===== config.mk =====
export PLATFORM = sky130hd
export DESIGN_NAME = event_ram_write
export DESIGN_NICKNAME = d
export VERILOG_FILES = /design/src/rtl/event_ram_write.sv
export SDC_FILE = /design/constraint.sdc
export NUM_CORES = 1
export LEC_CHECK = 0
export BUFFER_PORTS_ARGS = -buffer_cell sky130_fd_sc_hd__buf_2
export CAP_MARGIN = 20
export CELL_PAD_IN_SITES_DETAIL_PLACEMENT = 1
export CELL_PAD_IN_SITES_GLOBAL_PLACEMENT = 2
export CORE_MARGIN = 1.5
export CORE_UTILIZATION = 32
export CTS_BUF_LIST = sky130_fd_sc_hd__clkbuf_4 sky130_fd_sc_hd__clkbuf_8
export DETAILED_ROUTE_END_ITERATION = 8
export PLACE_DENSITY = 0.82
export SLEW_MARGIN = 15
export SYNTH_ARGS = -nofsm -noshare
export SYNTH_HDL_FRONTEND = slang
export SYNTH_SLANG_ARGS = --single-unit
export TNS_END_PERCENT = 30

===== constraint.sdc =====
create_clock -name clk -period 2 [get_ports clk]
set_input_delay 0.1 -clock clk [delete_from_list [all_inputs] [get_ports clk]]
set_output_delay 0.1 -clock clk [all_outputs]
set_load 0.02 [all_outputs]

===== src/rtl/event_ram_write.sv =====
// event_ram_write: write-side sequencer for the LV2 event buffer RAM.
// Captures one framed event into RAM addresses 1..N, publishes N on
// total_number, pulses evt_ready to start the reader, then holds off new
// events until the reader has drained the buffer (rd_busy high then low).
// Optional feature macro: RAM_WR_CHECKSUM_EN appends a modulo-2**DATA_W sum
// of the event words at address N+1 and reports total_number = N+1.
module event_ram_write #(
  parameter int unsigned DATA_W = 16,
  parameter int unsigned ADDR_W = 10,
  parameter int unsigned DROP_W = 16
) (
  input  logic              clk,
  input  logic              reset,
  input  logic [DATA_W-1:0] din,
  input  logic              din_valid,
  input  logic              din_sof,
  input  logic              din_eof,
  input  logic              rd_busy,
  output logic              wr_en,
  output logic [ADDR_W-1:0] wr_addr,
  output logic [DATA_W-1:0] wr_data,
  output logic [ADDR_W-1:0] total_number,
  output logic              evt_ready,
  output logic              busy,
  output logic              overflow,
  output logic [DROP_W-1:0] drop_count
);

  localparam logic [ADDR_W-1:0] ADDR_ONE  = ADDR_W'(1);
  localparam logic [ADDR_W-1:0] ADDR_ALL1 = '1;
  localparam logic [DROP_W-1:0] DROP_MAX  = '1;
`ifdef RAM_WR_CHECKSUM_EN
  // One address is reserved after the payload for the checksum word.
  localparam logic [ADDR_W-1:0] ADDR_MAX  = ADDR_ALL1 - ADDR_ONE;
`else
  localparam logic [ADDR_W-1:0] ADDR_MAX  = ADDR_ALL1;
`endif

  typedef enum logic [2:0] {
    S_IDLE    = 3'd0,
    S_CAPTURE = 3'd1,
    S_DONE    = 3'd2,
`ifdef RAM_WR_CHECKSUM_EN
    S_CKSUM   = 3'd4,
`endif
    S_WAIT_RD = 3'd3
  } state_t;

`ifdef RAM_WR_CHECKSUM_EN
  localparam state_t S_LAST = S_CKSUM;
`else
  localparam state_t S_LAST = S_DONE;
`endif

  state_t              state_q, state_d;
  logic [ADDR_W-1:0]   addr_q, addr_d;
  logic                rd_busy_q;
  logic                wr_en_d;
  logic [ADDR_W-1:0]   wr_addr_d;
  logic [DATA_W-1:0]   wr_data_d;
  logic [ADDR_W-1:0]   total_d;
  logic                evt_ready_d;
  logic                overflow_d;
  logic [DROP_W-1:0]   drop_d;
  logic                drop_inc;
  logic                start;
`ifdef RAM_WR_CHECKSUM_EN
  logic [DATA_W-1:0]   sum_q, sum_d;
`endif

  // Next-state and next-output logic; addr_q always holds the last written address.
  always_comb begin
    state_d     = state_q;
    addr_d      = addr_q;
    wr_en_d     = 1'b0;
    wr_addr_d   = wr_addr;
    wr_data_d   = wr_data;
    total_d     = total_number;
    evt_ready_d = 1'b0;
    overflow_d  = overflow;
    drop_inc    = 1'b0;
    start       = 1'b0;
`ifdef RAM_WR_CHECKSUM_EN
    sum_d       = sum_q;
`endif

    unique case (state_q)
      S_IDLE: begin
        start = din_valid && din_sof;
      end
      S_CAPTURE: begin
        if (din_valid) begin
          if (din_sof) begin
            // Missing eof: abandon the partial event and restart with this word.
            start    = 1'b1;
            drop_inc = 1'b1;
          end else begin
            if (addr_q == ADDR_MAX) begin
              overflow_d = 1'b1;
            end else begin
              wr_en_d   = 1'b1;
              wr_addr_d = addr_q + ADDR_ONE;
              wr_data_d = din;
              addr_d    = addr_q + ADDR_ONE;
`ifdef RAM_WR_CHECKSUM_EN
              sum_d     = sum_q + din;
`endif
            end
            if (din_eof) begin
              state_d = S_LAST;
            end
          end
        end
      end
`ifdef RAM_WR_CHECKSUM_EN
      S_CKSUM: begin
        wr_en_d   = 1'b1;
        wr_addr_d = addr_q + ADDR_ONE;
        wr_data_d = sum_q;
        addr_d    = addr_q + ADDR_ONE;
        drop_inc  = din_valid && din_sof;
        state_d   = S_DONE;
      end
`endif
      S_DONE: begin
        total_d     = addr_q;
        evt_ready_d = 1'b1;
        drop_inc    = din_valid && din_sof;
        state_d     = S_WAIT_RD;
      end
      S_WAIT_RD: begin
        drop_inc = din_valid && din_sof;
        if (rd_busy_q && !rd_busy) begin
          state_d = S_IDLE;
        end
      end
      default: begin
        state_d = S_IDLE;
      end
    endcase

    // A start-of-event word always lands at address 1.
    if (start) begin
      wr_en_d    = 1'b1;
      wr_addr_d  = ADDR_ONE;
      wr_data_d  = din;
      addr_d     = ADDR_ONE;
      overflow_d = 1'b0;
`ifdef RAM_WR_CHECKSUM_EN
      sum_d      = din;
`endif
      state_d    = din_eof ? S_LAST : S_CAPTURE;
    end

    drop_d = (drop_inc && (drop_count != DROP_MAX)) ? drop_count + DROP_W'(1) : drop_count;
  end

  // State and registered outputs.
  always_ff @(posedge clk) begin
    if (reset) begin
      state_q      <= S_IDLE;
      addr_q       <= '0;
      rd_busy_q    <= 1'b0;
      wr_en        <= 1'b0;
      wr_addr      <= '0;
      wr_data      <= '0;
      total_number <= '0;
      evt_ready    <= 1'b0;
      busy         <= 1'b0;
      overflow     <= 1'b0;
      drop_count   <= '0;
`ifdef RAM_WR_CHECKSUM_EN
      sum_q        <= '0;
`endif
    end else begin
      state_q      <= state_d;
      addr_q       <= addr_d;
      rd_busy_q    <= rd_busy;
      wr_en        <= wr_en_d;
      wr_addr      <= wr_addr_d;
      wr_data      <= wr_data_d;
      total_number <= total_d;
      evt_ready    <= evt_ready_d;
      busy         <= (state_d != S_IDLE);
      overflow     <= overflow_d;
      drop_count   <= drop_d;
`ifdef RAM_WR_CHECKSUM_EN
      sum_q        <= sum_d;
`endif
    end
  end

endmodule


## Word-level counts from Yosys, hierarchy flattened

Index checks and enable logic that the tools add are counted.

| cells by class | value |
|---|---|
| $add $sub $neg | 2 |
| eq/ne operators | 7 |
| muxes and demuxes | 27 |
| bitwise operators | 2 |
| reduce and logical (&&, ||, !) cells | 13 |

Operators by type and width:

| kind | count |
|---|---|
| 2-to-1 mux 16 bit | 5 |
| adder 16 x 1 -> 16 bit (second input constant) | 1 |
| inequality test 16 bit (second input constant) | 1 |
| 2-to-1 mux 3 bit | 5 |
| 2-to-1 mux 1 bit | 13 |
| case mux 3 bit (4 select lines) | 1 |
| AND reduction 4 bit | 3 |
| adder 10 x 1 -> 10 bit (second input constant) | 1 |
| equality test 10 bit (second input constant) | 1 |
| equality test 3 x 2 -> 1 bit (second input constant) | 2 |
| case mux 1 bit (2 select lines) | 2 |
| nonzero test 2 bit | 2 |
| OR reduction 2 bit | 2 |
| equality test 3 x 1 -> 1 bit (second input constant) | 1 |
| logical AND 1 bit | 3 |
| logical NOT 3 bit | 1 |
| nonzero test 3 bit | 1 |
| 2-to-1 mux 2 bit | 1 |
| inequality test 2 x 1 -> 1 bit (second input constant) | 1 |
| inequality test 2 bit (second input constant) | 1 |
| NOT 1 bit | 2 |
| logical NOT 1 bit | 1 |

| word-level totals | value |
|---|---|
| register bits after elaboration | 60 |
| output and inout bits | 56 |
| word-level logic and storage cells | 62 |

## Depth between registers and ports, before layout

Gate-level depths: netlist of the first run.

| logic depth | value |
|---|---|
| word-level depth | 6 |
| mapped depth | 6 |
| depth with buffers taken out | 5 |

## Worst setup path after synthesis of the first run

OpenSTA, ideal clock, no wires.

| timing | value |
|---|---|
| kind | register to register |
| from | register drop_count[0] |
| to | register drop_count[4] |
| data arrival time | 1758 ps |
| data required time | 1930 ps |
| slack | 172 ps |
| cell stages (with the launch flop) | 6 |
| buffers on the path | 0 |
| clock period less this slack | 1828 ps |
| path through | dfxtp_1 -> ha_1 -> inv_1 -> or3_1 -> or4_1 -> a21oi_1 |

| on the way | value |
|---|---|
| cells in the longest elaborated chain, start to end | 2 |
| elaborated cells on any way between the ends | 3 |
| classes of those cells | add/sub: 1; eq/ne: 1; reduce/logical: 1 |

RTL lines:

| what | RTL line | source |
|---|---|---|
| start: declaration | 26 | `output logic [DROP_W-1:0] drop_count` |
| start signal: assignment | 186 | `drop_count <= drop_d;` |
| parallel branches: the longest is 2 deep, another holds adder 16 x 1 -> 16 bit | - |  |

Parallel ways; which one is timed is not known.
A chain may end at the register's enable or synchronous reset.

## Final worst setup path of the first run

| timing | value |
|---|---|
| from | register state_q[2] |
| to | register addr_q[5] |

| on the way | value |
|---|---|
| cells in the longest elaborated chain, start to end | 3 |
| elaborated cells on any way between the ends | 5 |
| classes of those cells | eq/ne: 1; mux: 1; reduce/logical: 3 |

RTL lines:

| what | RTL line | source |
|---|---|---|
| start: declaration | 55 | `state_t state_q, state_d;` |
| start signal: assignment | 176 | `state_q <= state_d;` |
| equality test 3 x 1 -> 1 bit or logical NOT 3 bit (tied branches) | 87 | `unique case (state_q)` |
| case mux 1 bit (2 select lines) | 87 |  |
| OR reduction 2 bit (no source line) | - |  |
| end signal: assignment | 177 | `addr_q <= addr_d;` |
| end: declaration | 56 | `logic [ADDR_W-1:0] addr_q, addr_d;` |

Several ways; a longest one is shown, not always the timed one.

==> results.sh, run 1 <==
export IMPL_outcome="finished clean"
export IMPL_wl_per_cell_um=15.1
export IMPL_power_leakage_nw=1.55
export IMPL_rows=34
export IMPL_synthDistinctLibCells=52
export IMPL_first_global_vias=2552
export IMPL_multi_input_area_um2=1510
export IMPL_ant_nets=0
export IMPL_yosys_area_share_adder_pct=0.890
export IMPL_grtUsageMet2_pct=25.8
export IMPL_yosysSeqAreaShare_pct=42.7
export IMPL_rsz0062_at_grt="no"
export IMPL_finClkSkew_ps=10.4
export IMPL_worstMarginPinSlew_ps=581
export IMPL_via_per_inst=5.22
export IMPL_max_freq_mhz=552
export IMPL_remaining_drc_errors=0
export IMPL_relSlewSlack_pct=61.3
export IMPL_drtIter0Drc=52
export IMPL_vdd_drop_max_v=0.000294
export IMPL_post_synth_xor_area_fraction_pct=0
export IMPL_grtUsageMet3_pct=3.25
export IMPL_yosysWarnings=0
export IMPL_postRouteWirelength_mm=7.51
export IMPL_synthArstFlopShare_pct=0
export IMPL_regArea_um2=1200
export IMPL_cts_buffer_depth=2
export IMPL_final_cell_mix="buf_2 (77), dfxtp_1 (58), nand2b_1 (32)"
export IMPL_n_antenna_cell=0
export IMPL_path_buf_inv=0
export IMPL_overflow=0
export IMPL_post_route_period_util_pct=90.5
export IMPL_antenna_found_initial=0
export IMPL_muxShareOfSynthArea_pct=10.5
export IMPL_grt_usage_pct=16.3
export IMPL_maxCapViolCount=0
export IMPL_clkTransAtPathRegs_ps=70
export IMPL_cts_setup_buffers=0
export IMPL_portBuffers=77
export IMPL_synth_area_um2=2810
export IMPL_met1_usage_pct=21.3
export IMPL_cp_slowest_cell="or4_1"
export IMPL_max_stage_delay_ps=570
export IMPL_cts_sinks=60
export IMPL_critical_path_cell_chain="nand4bb_1 -> or2_1 -> or4_1 -> a21oi_1"
export IMPL_layout_nets=407
export IMPL_htree_num_levels=3
export IMPL_place_gp_congestion=0.791
export IMPL_hold_viol_final=0
export IMPL_cts_tree="done"
export IMPL_numCtsBuffers=9
export IMPL_p_sw_mw=0.595
export IMPL_via_count=2587
export IMPL_firstDrtPassIters=4
export IMPL_crit_type="flop to flop"
export IMPL_syn_inst=299
export IMPL_worstPathRequired_ps=2270
export IMPL_drive_gt1_share_pct=30.9
export IMPL_cp_start_kind="flop"
export IMPL_p_int_mw=2.20
export IMPL_ys_ff_latch=60
export IMPL_period_needed_ps=1810
export IMPL_power_density_nw_per_um2=771
export IMPL_pin_count=78
export IMPL_dp_hpwl_mm=5.39
export IMPL_synth_top_family_by_area="simple AND/OR/NAND/NOR gates"
export IMPL_grt_pass1_wl_mm=12.5
export IMPL_finalSetupViolCount=0
export IMPL_yosys_most_used_dff="dfxtp_1"
export IMPL_p_seq_share_pct=43.9
export IMPL_grt_max_degree=29
export IMPL_critical_path_top_delay_family="simple AND/OR/NAND/NOR gates"
export IMPL_die_w_um=96.7
export IMPL_syn_avg_cell_area_um2=9.40
export IMPL_power_mw=2.79
export IMPL_dieArea_um2=9350
export IMPL_core_um2=8590
export IMPL_p_comb_share_pct=5.9
export IMPL_holdWs_ps=15.0
export IMPL_synth_compound_area_share_pct=14.0
export IMPL_swShare_pct=21.3
export IMPL_busiest_layer="met2"
export IMPL_slew_viol_final=0
export IMPL_area_delta_synth_final_pct=28.8
export IMPL_root_buffer="clkbuf_8"
export IMPL_path_max_fanout=17
export IMPL_start_util_pct=32.7
export IMPL_yosys_area_share_simple_pct=27.9
export IMPL_pwr_share_clk_pct=50.2
export IMPL_endpoint_kind="flop"
export IMPL_fin_setup_tns_ps=0
export IMPL_final_common_cell="buf_2"
export IMPL_hp_class="primary input to flop"
export IMPL_dieHeight_um=96.7
export IMPL_syn_num_nets=323
export IMPL_insertion_delay_ps=340
export IMPL_worstPathArrival_ps=2080
export IMPL_n_fill_cell=1017
export IMPL_synth_edf_count=0
[power groups by stage]
| stage | combinational (mW) | sequential [mW] | clock [mW] |
|---|---|---|---|
| 2_1_floorplan | 0.0788 | 1.27 | 0 |
| 3_3_place_gp | 0.159 | 1.25 | 0 |
| 3_5_place_dp | 0.162 | 1.25 | 0 |
| 4_1_cts | 0.166 | 1.23 | 1.44 |
| 5_1_grt | 0.180 | 1.23 | 1.49 |
| 6_report | 0.164 | 1.23 | 1.40 |
[layer usage]
layer  vias to the layer above  routed length, um
met3                        10                357
met4                         0                138
li1                       1269                  -
met2                        64               3350
met5                         -                  0
met1                      1244               3660
[tightest hold or removal path, stage by stage]
cell and delay [ps]:
buf_2 90, nand2b_1 50, mux2i_1 60
[metrics by stage]
| step | cell area [um2] | util (%) | setup WS (ps) | std cells |
|---|---|---|---|---|
| detailed placement | 3320 | 38.7 | 180 | 477 |
| CTS | 3610 | 42.0 | 151 | 496 |
| global placement | 3320 | 38.7 | 238 | 477 |
| global route | 3620 | 42.1 | 39.8 | 496 |
| floorplan | 2810 | - | 172 | 299 |
| finish | 3620 | 42.1 | 190 | 496 |
[final timing paths]
check | start | cells after the start | slack (ps) | endpoint
setup / recovery | state_q[2] | 4 | 190 | addr_q[5]
hold / removal | din[11] | 3 | 10 | wr_data[11]
setup reg to reg | state_q[2] | 4 | 190 | addr_q[5]
hold reg to reg | wr_data[5] | 2 | 470 | wr_data[5]
[timing repair]
| item | in CTS | in global routing |
|---|---|---|
| resized for setup | 0 | 4 |
| endpoints found under the setup margin | 0 | 1 |
| endpoints found under the hold margin | 3 | 0 |
| hold buffers | 3 | 0 |
[layout make-up]
| class | instances | share of cell area (%) |
|---|---|---|
| multi-input cells | 218 | 41.7 |
| repair buffers | 90 | 13.9 |
| clock buffers | 12 | 4.39 |
| well taps | 108 | 3.73 |
| flip-flops and latches | 60 | 33.3 |
| inverters | 4 | 0.415 |
| clock inverters | 4 | 2.63 |
[synth_stat cells (3+ instances only)]
cell type  count  share of area (%)
or4_1         10                2.7
o31ai_1        8                2.1
a311oi_1       4                1.2
mux2_2         3                1.2
nand4_1        5                1.1
o21ai_0        7                1.2
nand2_1       10                1.3
o41ai_1        4                1.2
and3_1         3               0.67
and4_1         4                1.2
a21oi_1       16                2.8
nor4_1         4               0.89
mux2i_1       26                9.3
dfxtp_1       60                 43
nor3_1         6                1.1
clkbuf_1       9                1.2
a31oi_1        6                1.3
nor2_1        22                2.9
inv_1          4               0.53
or3_1          4               0.89
nand2b_1      32                7.1
nand3_1        9                1.6
nor2b_1        7                1.6
[state kept, by name, indices dropped and copies added, names as in the netlist]
signal,flops
addr_q,10
busy,1
drop_count,16
evt_ready,1
overflow,1
rd_busy_q,1
state_q,3
total_number,10
wr_data,16
wr_en,1
[kinds of logic after synthesis]
kind of cell | after synthesis
adders and majority gates | 2
muxes | 29
buffers and inverters | 21
DFF | 60
and+or+nand+nor | 129
AOI/OAI and AO/OA | 57
other | 1
Power figures use the tool's default switching activity.
==> run 2: changes to the inputs <==
--- a/config.mk
+++ b/config.mk
@@ -13,7 +13,7 @@
 export CORE_UTILIZATION = 32
 export CTS_BUF_LIST = sky130_fd_sc_hd__clkbuf_4 sky130_fd_sc_hd__clkbuf_8
 export DETAILED_ROUTE_END_ITERATION = 8
-export PLACE_DENSITY = 0.82
+export PLACE_DENSITY = 0.9
 export SLEW_MARGIN = 15
 export SYNTH_ARGS = -nofsm -noshare
 export SYNTH_HDL_FRONTEND = slang
==> results.sh, run 2 (synthesis results as in run 1) <==
export IMPL_worstPathArrival_ps=2140
export IMPL_final_common_cell="buf_2"
export IMPL_relSlewSlack_pct=61.5
export IMPL_hp_class="primary input to flop"
export IMPL_power_leakage_nw=1.58
export IMPL_max_freq_mhz=532
export IMPL_period_needed_ps=1880
export IMPL_cts_tree="done"
export IMPL_finClkSkew_ps=13.3
export IMPL_largest_registers="drop_count: 16 flops, wr_data: 16 flops"
export IMPL_drtIter0Drc=81
export IMPL_firstDrtPassIters=4
export IMPL_numCtsBuffers=9
export IMPL_root_buffer="clkbuf_8"
export IMPL_remaining_drc_errors=0
export IMPL_path_buf_inv=0
export IMPL_maxCapViolCount=0
export IMPL_cp_slowest_cell="or4_1"
export IMPL_finalSetupViolCount=0
export IMPL_area_delta_synth_final_pct=30.0
export IMPL_cts_sinks=60
export IMPL_drive_gt1_share_pct=30.3
export IMPL_max_stage_delay_ps=550
export IMPL_post_route_period_util_pct=94.0
export IMPL_crit_type="flop to flop"
export IMPL_reg2reg_from="state_q[2]"
export IMPL_postRouteWirelength_mm=7.60
export IMPL_dieHeight_um=96.7
export IMPL_power_density_nw_per_um2=764
export IMPL_vdd_drop_max_v=0.000294
export IMPL_path_max_fanout=17
export IMPL_grt_pass1_wl_mm=12.8
export IMPL_htree_num_levels=3
export IMPL_final_cell_mix="buf_2 (77), dfxtp_1 (60), nand2b_1 (32)"
export IMPL_wl_per_cell_um=15.2
export IMPL_worstPathRequired_ps=2260
export IMPL_core_um2=8590
export IMPL_via_count=2625
export IMPL_ant_nets=0
export IMPL_r2r_slack_ps=120
export IMPL_n_antenna_cell=0
export IMPL_clkTransAtPathRegs_ps=70
export IMPL_hold_viol_final=0
export IMPL_hold_end="wr_data[10]"
export IMPL_dp_hpwl_mm=5.51
export IMPL_dieArea_um2=9350
export IMPL_postPlaceCellArea_um2=3340
export IMPL_min_path_cells=3
export IMPL_rows=34
export IMPL_pin_count=78
export IMPL_outcome="finished clean"
export IMPL_fin_setup_tns_ps=0
export IMPL_cp_start_kind="flop"
export IMPL_slew_viol_final=0
export IMPL_first_global_vias=2694
export IMPL_overflow=0
export IMPL_regToRegEndpoint="addr_q[9]"
export IMPL_endpoint_kind="flop"
export IMPL_fin_util_pct=42.5
export IMPL_portBuffers=77
export IMPL_cts_buffer_depth=2
export IMPL_grt_usage_pct=16.8
export IMPL_critical_path_top_delay_family="simple AND/OR/NAND/NOR gates"
export IMPL_via_per_inst=5.24
export IMPL_start_util_pct=32.7
export IMPL_place_gp_congestion=0.845
export IMPL_die_w_um=96.7
export IMPL_layout_nets=412
export IMPL_worstMarginPinSlew_ps=577
export IMPL_rsz0062_at_grt="no"
export IMPL_reg2reg_depth=4
export IMPL_grt_max_degree=34
export IMPL_critical_path_cell_chain="nand4bb_1 -> or2_2 -> or4_1 -> a21oi_1"
export IMPL_fin_area_um2=3650
export IMPL_antenna_found_initial=0
export IMPL_min_from="din[10]"
export IMPL_insertion_delay_ps=340
==> run 2: cell types whose count changed in the layout (fill, tap and decap cells not counted), sizes merged <==
cell	delta
dlygate4sd3	+3
buf	+2
==> run 2: through the flow <==
stage / power [mW] / worst slack (ps) / instances / hold WS (ps)
6_report: 2.79 / 121 / 501 / 15.6
3_3_place_gp: 1.41 / 226 / 479 / 336
5_1_grt: 2.91 / 37.0 / 501 / 8.14
2_1_floorplan: 1.35 / 172 / 299 / 211
3_5_place_dp: 1.42 / 150 / 479 / 351
4_1_cts: 2.83 / 115 / 500 / 0.916
==> run 2: power by group <==
| group | total [mW] | leakage, nW | switching, mW | internal (mW) |
|---|---|---|---|---|
| clock network | 1.39 | 0.130 | 0.486 | 0.908 |
| registers | 1.23 | 0.486 | 0.0121 | 1.21 |
| logic | 0.169 | 0.962 | 0.0923 | 0.0770 |
==> run 2: worst max-delay path by stage <==
stage                  startpoint       endpoint  slack (ps)  cells after the start
floorplan           drop_count[0]  drop_count[4]         170                      5
global placement    drop_count[0]  drop_count[4]         230                      5
detailed placement     state_q[2]      addr_q[9]         150                      4
CTS                    state_q[2]      addr_q[9]         110                      4
global route        drop_count[3]  drop_count[2]          40                      4
finish                 state_q[2]      addr_q[9]         120                      4
==> run 2: worst min-delay path, delay by kind of cell <==
kind	cells	cell delay (ps)
simple gates	1	50
mux	1	50
buf+inv	1	90
==> run 2: cell type report <==
cell class / instances / area (um2)
Tap cell: 108 / 135
Sequential cell: 60 / 1200
Clock buffer: 12 / 159
Multi-Input combinational cell: 218 / 1500
Clock inverter: 4 / 95.1
Timing Repair Buffer: 95 / 548
Inverter: 4 / 15.0
Fill cell: 1030 / 4940
==> run 2: routing by layer <==
layer  vias to the layer above  GRT usage, %  part of all wire [%]
li1                       1290             -                     -
met1                      1254          19.7                    44
met2                        66          28.7                    49
met3                        15          4.26                   4.4
met4                         0          7.69                   2.3
met5                         -             0                     0
==> run 2: timing repair <==
action                                  in CTS  in global routing
gates resized for setup                      0                  1
hold endpoints to repair                     5                  1
hold buffers                                 5                  1
endpoints found under the setup margin       0                  1
setup buffers                                0                  0
==> run 3: changes to the inputs <==
--- a/config.mk
+++ b/config.mk
@@ -10,10 +10,10 @@
 export CELL_PAD_IN_SITES_DETAIL_PLACEMENT = 1
 export CELL_PAD_IN_SITES_GLOBAL_PLACEMENT = 2
 export CORE_MARGIN = 1.5
-export CORE_UTILIZATION = 32
+export CORE_UTILIZATION = 35
 export CTS_BUF_LIST = sky130_fd_sc_hd__clkbuf_4 sky130_fd_sc_hd__clkbuf_8
 export DETAILED_ROUTE_END_ITERATION = 8
-export PLACE_DENSITY = 0.9
+export PLACE_DENSITY = 0.95
 export SLEW_MARGIN = 15
 export SYNTH_ARGS = -nofsm -noshare
 export SYNTH_HDL_FRONTEND = slang
==> constraint.sdc (replaced) <==
create_clock -name clk -period 2.3 [get_ports clk]
set_input_delay 0.115 -clock clk [delete_from_list [all_inputs] [get_ports clk]]
set_output_delay 0.115 -clock clk [all_outputs]
set_load 0.02 [all_outputs]
==> results.sh, run 3 (synthesis results as in run 1) <==
export IMPL_maxCapViolCount=0
export IMPL_relSlewSlack_pct=62.0
export IMPL_via_per_inst=5.26
export IMPL_slew_viol_final=0
export IMPL_root_buffer="clkbuf_8"
export IMPL_cts_buffer_depth=2
export IMPL_crit_type="flop to flop"
export IMPL_crit_path_end="drop_count[4]"
export IMPL_via_count=2539
export IMPL_rows=32
export IMPL_regToRegEndpoint="drop_count[4]"
export IMPL_final_common_cell="buf_2"
export IMPL_path_max_fanout=6
export IMPL_post_cts_resized=0
export IMPL_dieHeight_um=92.6
export IMPL_final_cell_mix="buf_2 (77), dfxtp_1 (60), nand2b_1 (32)"
export IMPL_overflow=0
export IMPL_cp_slowest_cell="or4_1"
export IMPL_antenna_found_initial=0
export IMPL_finClkSkew_ps=10.5
export IMPL_n_antenna_cell=0
export IMPL_start_util_pct=36.2
export IMPL_portBuffers=77
export IMPL_post_route_period_util_pct=80.2
export IMPL_worstPathArrival_ps=2120
export IMPL_firstDrtPassIters=4
export IMPL_reg2reg_from="drop_count[0]"
export IMPL_layout_nets=400
export IMPL_drtIter0Drc=54
export IMPL_endpoint_kind="flop"
export IMPL_outcome="finished clean"
export IMPL_cts_sinks=60
export IMPL_ant_nets=0
export IMPL_place_gp_congestion=0.850
export IMPL_dp_slack_ps=452
export IMPL_critPathLaunch="drop_count[0]"
export IMPL_grt_pass1_wl_mm=11.9
export IMPL_dp_hpwl_mm=5.03
export IMPL_cts_setup_buffers=0
export IMPL_numCtsBuffers=9
export IMPL_reg2reg_depth=5
export IMPL_finalSetupViolCount=0
export IMPL_cts_tree="done"
export IMPL_htree_num_levels=3
export IMPL_wl_per_cell_um=14.6
export IMPL_core_um2=7770
export IMPL_holdWs_ps=11.6
export IMPL_power_leakage_nw=1.47
export IMPL_power_density_nw_per_um2=596
export IMPL_r2r_slack_ps=450
export IMPL_period_needed_ps=1850
export IMPL_insertion_delay_ps=350
export IMPL_postRouteWirelength_mm=7.07
export IMPL_area_delta_synth_final_pct=22.9
export IMPL_worstPathRequired_ps=2580
export IMPL_hp_class="primary input to flop"
export IMPL_worst_path_stages=5
export IMPL_postLayoutSetupSlackWorst_ps=455
export IMPL_critical_path_cell_chain="ha_1 -> inv_1 -> or3_1 -> or4_1 -> a21oi_1"
export IMPL_fin_setup_tns_ps=0
export IMPL_rsz0062_at_grt="no"
export IMPL_drive_gt1_share_pct=28.9
export IMPL_first_global_vias=2537
export IMPL_vdd_drop_max_v=0.000276
export IMPL_clkTransAtPathRegs_ps=80
export IMPL_grt_max_degree=32
export IMPL_die_w_um=92.6
export IMPL_cp_start_kind="flop"
export IMPL_max_freq_mhz=542
export IMPL_dieArea_um2=8580
export IMPL_largest_registers="drop_count: 16 flops, wr_data: 16 flops"
export IMPL_worstMarginPinSlew_ps=567
export IMPL_path_buf_inv=1
export IMPL_pin_count=78
export IMPL_critical_path_top_delay_family="simple AND/OR/NAND/NOR gates"
export IMPL_remaining_drc_errors=0
export IMPL_max_stage_delay_ps=480
export IMPL_grt_usage_pct=17.4
export IMPL_hold_viol_final=0
==> run 3: stage by stage <==
stage          power [mW]  instance area [um2]  util (%)  cells
3_3_place_gp         1.22                 3260      42.0    465
5_1_grt              2.16                 3450      44.5    483
4_1_cts              2.09                 3450      44.5    483
2_1_floorplan        1.18                 2810         -    299
6_report             2.06                 3450      44.5    483
3_5_place_dp         1.23                 3260      42.0    465
==> run 3: routing by layer <==
metal	vias to the layer above	GRT usage (%)	wire length, um
li1	1255	-	-
met5	-	0	0
met4	0	6.54	153
met3	11	5.91	324
met1	1210	20.7	3300
met2	63	29.0	3290
==> run 3: cell type report <==
type | instances | area, um2
Multi-Input combinational cell | 218 | 1500
Clock buffer | 9 | 124
Inverter | 4 | 15.0
Fill cell | 940 | 4310
Clock inverter | 7 | 51.3
Timing Repair Buffer | 83 | 435
Sequential cell | 60 | 1200
Tap cell | 102 | 128
==> run 3: what timing repair did <==
action	in CTS	in global routing
endpoints found under the hold margin	2	0
hold buffers	2	0
setup endpoints to repair	0	0
==> run 3: tightest hold or removal path, delay by kind of cell <==
kind / cells / cell delay [ps]
AND/OR/NAND/NOR: 1 / 50
multiplexers: 1 / 50
buffers and inverters: 1 / 100
==> run 3: worst min-delay path by stage <==
stage / depth (start not counted) / start / slack (ps) / end
4_1_cts: 3 / din[6] / 1 / wr_data[6]
6_report: 3 / din[6] / 10 / wr_data[6]
3_3_place_gp: 2 / rd_busy / 350 / rd_busy_q
5_1_grt: 3 / din[11] / 6 / wr_data[11]
3_5_place_dp: 2 / rd_busy / 350 / rd_busy_q
2_1_floorplan: 1 / din_eof / 230 / state_q[0]
==> run 3: power breakdown <==
| part | leakage [nW] | switching, mW | total, mW | internal, mW |
|---|---|---|---|---|
| logic | 0.895 | 0.0761 | 0.135 | 0.0590 |
| registers | 0.486 | 0.0122 | 1.07 | 1.06 |
| clock network | 0.0860 | 0.461 | 0.856 | 0.395 |
